[config.mk]
export PLATFORM = sky130hd
export DESIGN_NAME = ysyx_24100005_lsu
export DESIGN_NICKNAME = d
export VERILOG_FILES = /design/src/rtl/ysyx_24100005_lsu.sv
export SDC_FILE = /design/constraint.sdc
export NUM_CORES = 1
export LEC_CHECK = 0
export BUFFER_PORTS_ARGS = -buffer_cell sky130_fd_sc_hd__buf_4
export CAP_MARGIN = 25
export CORE_AREA = 2 2 99 125
export CTS_CLUSTER_DIAMETER = 80
export DETAILED_ROUTE_END_ITERATION = 10
export DIE_AREA = 0 0 101 127
export PLACE_DENSITY = 0.82
export SLEW_MARGIN = 20
export SYNTH_ARGS = -nofsm -noshare
export SYNTH_HDL_FRONTEND = slang
export SYNTH_SLANG_ARGS = --single-unit
[constraint.sdc]
create_clock -name clk -period 1.9 [get_ports clk]
set_input_delay 0.38 -clock clk [delete_from_list [all_inputs] [get_ports clk]]
set_output_delay 0.38 -clock clk [all_outputs]
set_load 0.01 [all_outputs]
[src/rtl/ysyx_24100005_lsu.sv]
// ysyx_24100005_lsu: registered, handshaked load/store unit with lane alignment, load extension and error reporting
module ysyx_24100005_lsu #(
  parameter int DATA_W = 32,
  parameter int ADDR_W = 32,
  parameter int TIMEOUT = 16
) (
  input  logic                clk,
  input  logic                rst,
  input  logic                req_valid,
  output logic                req_ready,
  input  logic                req_wen,
  input  logic [2:0]          req_funct3,
  input  logic [ADDR_W-1:0]   req_addr,
  input  logic [DATA_W-1:0]   req_wdata,
  output logic                resp_valid,
  input  logic                resp_ready,
  output logic [DATA_W-1:0]   resp_rdata,
  output logic                resp_err,
  output logic                mem_req_valid,
  input  logic                mem_req_ready,
  output logic                mem_wen,
  output logic [ADDR_W-1:0]   mem_addr,
  output logic [DATA_W-1:0]   mem_wdata,
  output logic [DATA_W/8-1:0] mem_wmask,
  input  logic                mem_rsp_valid,
  input  logic [DATA_W-1:0]   mem_rdata
);
  localparam int NB = DATA_W / 8;
  localparam int OW = $clog2(NB);
  localparam int CW = TIMEOUT > 0 ? $clog2(TIMEOUT + 1) : 1;
  typedef enum logic [1:0] {IDLE, ISSUE, WAIT, DONE} state_t;
  state_t state, nxt;
  logic wen_r, err_r, legal, aligned, bad, timeout;
  logic [2:0] f3_r;
  logic [ADDR_W-1:0] addr_r;
  logic [DATA_W-1:0] wdata_r, rdata_r, shifted, ld_data, size_mask;
  logic [NB-1:0] byte_mask;
  logic [OW-1:0] off;
  logic [CW-1:0] cnt;
  always_comb begin
    legal = req_wen ? (req_funct3 <= 3'd2 || (req_funct3 == 3'd3 && DATA_W == 64))
                    : (req_funct3 inside {3'd0, 3'd1, 3'd2, 3'd4, 3'd5} ||
                       (DATA_W == 64 && (req_funct3 == 3'd3 || req_funct3 == 3'd6)));
    aligned = req_funct3[1:0] == 2'd0 ||
              (req_funct3[1:0] == 2'd1 && !req_addr[0]) ||
              (req_funct3[1:0] == 2'd2 && req_addr[1:0] == 2'd0) ||
              (req_funct3[1:0] == 2'd3 && req_addr[2:0] == 3'd0);
    bad = !legal || !aligned;
  end
  always_comb begin
    off = addr_r[OW-1:0];
    shifted = mem_rdata >> {off, 3'b000};
    ld_data = f3_r == 3'd0 ? DATA_W'($signed(shifted[7:0])) :
              f3_r == 3'd1 ? DATA_W'($signed(shifted[15:0])) :
              f3_r == 3'd2 ? DATA_W'($signed(shifted[31:0])) :
              f3_r == 3'd4 ? DATA_W'(shifted[7:0]) :
              f3_r == 3'd5 ? DATA_W'(shifted[15:0]) :
              f3_r == 3'd6 ? DATA_W'(shifted[31:0]) : shifted;
    size_mask = f3_r[1:0] == 2'd0 ? DATA_W'(64'hFF) :
                f3_r[1:0] == 2'd1 ? DATA_W'(64'hFFFF) :
                f3_r[1:0] == 2'd2 ? DATA_W'(64'hFFFF_FFFF) : '1;
    byte_mask = f3_r[1:0] == 2'd0 ? NB'(8'h01) :
                f3_r[1:0] == 2'd1 ? NB'(8'h03) :
                f3_r[1:0] == 2'd2 ? NB'(8'h0F) : NB'(8'hFF);
    timeout = TIMEOUT != 0 && cnt == CW'(TIMEOUT - 1);
  end
  always_ff @(posedge clk)
    state <= rst ? IDLE : nxt;
  always_comb
    nxt = state == IDLE  ? (req_valid ? (bad ? DONE : ISSUE) : IDLE) :
          state == ISSUE ? (mem_req_ready ? WAIT : ISSUE) :
          state == WAIT  ? ((mem_rsp_valid || timeout) ? DONE : WAIT) :
                           (resp_ready ? IDLE : DONE);
  always_comb begin
    req_ready = !rst && state == IDLE;
    mem_req_valid = !rst && state == ISSUE;
    resp_valid = !rst && state == DONE;
    resp_err = resp_valid && err_r;
    resp_rdata = resp_valid ? rdata_r : '0;
    mem_wen = !rst && wen_r;
    mem_addr = rst ? '0 : {addr_r[ADDR_W-1:OW], OW'(0)};
    mem_wdata = rst ? '0 : (wdata_r & size_mask) << {off, 3'b000};
    mem_wmask = (rst || !wen_r) ? '0 : byte_mask << off;
  end
  always_ff @(posedge clk) begin
    if (rst) begin
      wen_r <= 1'b0;
      err_r <= 1'b0;
      f3_r <= '0;
      addr_r <= '0;
      wdata_r <= '0;
      rdata_r <= '0;
      cnt <= '0;
    end else begin
      if (state == IDLE && req_valid) begin
        wen_r <= req_wen;
        f3_r <= req_funct3;
        addr_r <= req_addr;
        wdata_r <= req_wdata;
        err_r <= bad;
        rdata_r <= '0;
      end
      if (state == ISSUE) cnt <= '0;
      if (state == WAIT) begin
        cnt <= cnt + 1'b1;
        if (mem_rsp_valid) rdata_r <= wen_r ? '0 : ld_data;
        else if (timeout) err_r <= 1'b1;
      end
    end
  end
endmodule

# Yosys cells after proc, flatten, opt, wreduce, memory -nomap -nowiden
# Index checks and enable logic that the tools add are counted.
dict set report word_totals {
  reg_bits 108
  input_bits 106
}
dict set report op_classes {
  add_sub_neg 1
  n_lt_le_gt_ge 1
  bitwise_logic 1
  n_mux 32
  shifts 3
  n_eq_ne 16
  n_reduce_logical 29
}
# op count
set op_table {}
lappend op_table {{$mux 32} 14}
lappend op_table {{$and 32x32->32} 1}
lappend op_table {{$shl 32x5->32} 1}
lappend op_table {{$shr 32x5->32} 1}
lappend op_table {{$mux 2} 7}
lappend op_table {{$eq 3x3->1 const B} 4}
lappend op_table {{$mux 4} 3}
lappend op_table {{$mux 5} 2}
lappend op_table {{$logic_and 1x1->1} 9}
lappend op_table {{$logic_not 3->1} 3}
lappend op_table {{$eq 2x2->1 const B} 4}
lappend op_table {{$logic_not 2->1} 4}
lappend op_table {{$eq 2x1->1 const B} 3}
lappend op_table {{$eq 3x1->1 const B} 2}
lappend op_table {{$eq 3x2->1 const B} 2}
lappend op_table {{$logic_or 1x1->1} 6}
lappend op_table {{$mux 1} 6}
lappend op_table {{$add 5x1->5 const B} 1}
lappend op_table {{$eq 5x4->1 const B} 1}
lappend op_table {{$logic_not 1->1} 5}
lappend op_table {{$reduce_bool 5->1} 1}
lappend op_table {{$shl 4x2->4} 1}
lappend op_table {{$le 3x2->1 const B} 1}
lappend op_table {{$reduce_bool 2->1} 1}

# Depth between registers and ports, before layout
dict set report logic_depth {
  word_depth 11
  ltp_mapped 9
  mapped_depth_nobuf 7
}

# Worst setup path before layout
# Ideal clock, no wire load.
dict set report synth_timing {
  path_type {reg2out}
  from {register addr_r[0]}
  to {output mem_wdata[28]}
  arrival_ps 1463
  required_time_ps 1520
  path_stages_with_launch 7
  setup_slack_ps 57
  path_buffers 3
  cell_sequence {dfxtp_1 -> buf_4 -> buf_4 -> buf_2 -> nor3b_1 -> a21oi_1 -> a211oi_1}
}
dict set report synth_between {
  elab_chain_len 2
}
# item line_no
set synth_rtl {}
lappend synth_rtl {{start: declaration} 35} ;# logic [ADDR_W-1:0] addr_r;
lappend synth_rtl {{start signal: assignment} 98} ;# addr_r <= req_addr;
lappend synth_rtl {{$shl 32x5->32} 82} ;# mem_wdata = rst ? '0 : (wdata_r & size_mask) << {off, 3'b000};
lappend synth_rtl {{$mux 32} 82}
lappend synth_rtl {{end: declaration} 23} ;# output logic [DATA_W-1:0] mem_wdata,
# Every way passes these cells.

# Worst setup path in the final report
dict set report layout_timing {
  from {register addr_r[0]}
  to {output mem_wdata[19]}
}
# Same word-level chain as after synthesis.

==> key figures <==
Floorplanning
  – I/O pin count: 211
  – Site Rows: 44
  – Die area: 12830 sq um
  – Height of the die: 127 um
  – Starting density of the core: 49.22%
  – Die X: 101 um
  – Core Area: 11560 sq um

Layout
  – Filler cell count in the final layout: 811
  – Finished Layout Cells: 1098
  – Multi-input gate area: 3616 sq um
  – Most frequent cells in the layout: 201 x buf_4, 161 x nand2_1, 102 x dfxtp_1
  – Commonest non-fill, non-tap cell in the layout: buf_4
  – Layout cells sized above 1: 41.88%
  – NumNets Final: 1067
  – P&R area growth vs syn: 53.65%
  – Seq. cell area: 2182 sq um
  – Antenna cells: 0

Outcome
  – Failing checks: setup timing
  – Status: finished with violations

Timing
  – Clock skew: 0.01062 ns
  – PnR worst setup slack: -0.1401 ns
  – Setup tns final: -2.937 ns
  – Final max-slew violation count: 0
  – Tightest Pin Transition: 0.5278 ns
  – Final period utilization: 107.4%
  – Hold Fails Final Rpt: 0
  – Minimum clock period: 2.040 ns
  – F_max: 490.2 MHz
  – Final setup viols: 55
  – RSZ-0062 raised after global routing: true
  – Slew HR: 64.68%

Yosys
  – Ranking of synthesized cells by area: dfxtp_1 38%, nand2_1 11%, a21oi_1 9.7%
  – #FFs+latches synth: 108
  – Top-area cell type share of the netlist area: 37.99%
  – Mapped cell area: 5690 sq um
  – Mean Syn Cell Area: 7.669 sq um
  – Mapped Cells: 742
  – Yosys warns: 0
  – Area leader, netlist: dfxtp_1
  – Part of the Yosys area used for sequential elements: 37.99%
  – Synth unique cells: 43

Global routing
  – Vias in the first global route: 5564
  – Global-route wire length before repair: 27.81 mm
  – Initial antenna violation count: 0
  – Gr ovfl total: 0
  – Pin count of the biggest net entering global routing: 69
  – GRT Overall Usage: 27.06%

Clock network
  – Longest Clk Path Bufs: 2
  – H-Tree Depth: 3
  – Hold buffer count at cts: 0
  – Clock root cell: clkbuf_16
  – Clock slew at reported path FFs: 0.08 ns
  – Clock sink count: 108
  – Clk_lat worst skew: 0.35 ns
  – TritonCTS clock tree: done
  – CTS Buf Count: 9

Setup path
  – Critical Path Sink Type: output pin
  – Crit. Startpoint: addr_r[0]
  – Crit path max fanout: 14
  – Crit path kind: reg -> out
  – Startpoint Class: flop
  – Crit path required time: 1.52 ns
  – FF-to-FF Start: addr_r[0]
  – Crit path DAT: 1.66 ns

Route
  – Drt first-iter violations: 408
  – Antenna Nets Post-Route: 0
  – Routed vias/inst: 5.791
  – Initial DRT Pass Iterations: 7
  – Drt wl/cell: 18.78 um
  – Final WL: 20.62 mm
  – DRC errors left: 0
  – DR vias: 6359

Placement
  – DP Wirelength: 12.52 mm
  – Placer Congestion: 0.9005
  – PortBufs: 208
  – Post-placement cell count: 1055

Run
  – Max Cap Viol: 0

Min path
  – HP Class: in -> reg
  – Worst min-delay path startpoint: req_wdata[0]

Power
  – Power Dens Cells: 727.5 nW/um^2
  – Max VDD drop: 0.4007 mV
  – LEAKAGE: 3.668 nW
[worst max-delay path: stages, from the launching register on]
cell	delay, ns
dfxtp_4	0.39
buf_12	0.16
nor2b_1	0.13
buf_4	0.18
a21oi_1	0.08
nor3_1	0.19
buf_4	0.17
[registers in the layout (all words and copies together), names as in the netlist]
name     count
addr_r      32
cnt          5
err_r        1
f3_r         3
rdata_r     32
state        2
wdata_r     32
wen_r        1
[path summary, 6_finish.rpt]
path	to	slack, ns	depth (start not counted)
max	mem_wdata[19]	-0.14	6
min	wdata_r[0]	0.27	3
max reg2reg	rdata_r[29]	0.01	5
min reg2reg	addr_r[24]	0.45	2
[logic make-up (layout without fill, tap and decap cells)]
| group | after synthesis | in the layout | synth area share [%] |
|---|---|---|---|
| flip-flops | 108 | 108 | 37.99 |
| AND/OR/NAND/NOR | 326 | 326 | 27.44 |
| AO/OA/AOI/OAI | 202 | 202 | 21.11 |
| other | 1 | 2 | 0.06590 |
| multiplexers | 25 | 25 | 6.354 |
| adder cells (fa/ha/maj) | 6 | 6 | 1.319 |
| buffers and inverters | 74 | 291 | 5.717 |
[Yosys cell counts]
master and count:
nand2b_1 5, clkbuf_1 35, nor3_1 10, buf_1 4, a21oi_1 110, inv_1 9
and2b_1 1, o21bai_1 2, a22oi_1 24, a211o_1 1, nand2_1 162, a22oi_4 1
nor2_1 36, nor2b_1 44, mux2i_1 8, nand3b_1 9, o21a_1 1, buf_2 20
dfxtp_1 108, a211oi_1 18, a22o_1 4, a31oi_1 2, mux4_2 8, and3b_1 1
o22a_1 1, mux2_2 9, conb_1 1, o211ai_2 1, buf_4 6, o21ba_2 1
or2_2 2, and2_1 42, a32oi_1 2, nor3_2 1, a21boi_1 1, o21ai_0 21
nor3b_1 10, o41ai_2 1, nand3_1 1, and3_1 2, ha_1 6, o21ai_1 10
o211ai_1 1
[timing repair]
action,in CTS,in global routing
setup endpoints to repair,66,79
endpoints found under the hold margin,0,0
cloned,1,10
resized for setup,42,127
pin swaps,14,38
buffers inserted,4,11
[metrics by stage]
step                hold WS [ns]  util [%]  area, sq um  power [mW]  setup WS, ns
detailed placement        0.4372     64.88         7501       4.212        0.1180
floorplan                 0.4167         -         5694       3.549       0.05700
global route              0.2688     75.63         8743       6.632       -0.1970
finish                    0.2664     75.63         8743       6.360       -0.1401
CTS                       0.2657     69.02         7979       6.086      -0.06725
global placement          0.4273     64.88         7501       4.180        0.1210
[layer usage]
layer,share of wire [%],global-route usage [%],wire [um]
met1,35,31.39,7254
met2,52,47.96,10660
met3,7.7,5.689,1584
met4,5.4,11.13,1119
met5,0,0,0
[area by class of cell]
class / instances / area share (%)
Clock buffer: 9 / 2.576
Clock inverter: 7 / 0.6726
Inverter: 9 / 0.3864
Multi-Input combinational cell: 561 / 41.36
Sequential cell: 108 / 24.96
Tap cell: 138 / 1.975
Timing Repair Buffer: 266 / 28.08
[power breakdown]
part / internal (mW) / total (mW) / leakage (nW) / switching (mW)
clock: 0.913 / 1.84 / 0.138 / 0.923
combinational: 0.889 / 1.92 / 2.64 / 1.03
sequential: 2.45 / 2.61 / 0.885 / 0.159
total: 4.25 / 6.36 / 3.67 / 2.11
Note: power is estimated with default switching activity, not from simulation.
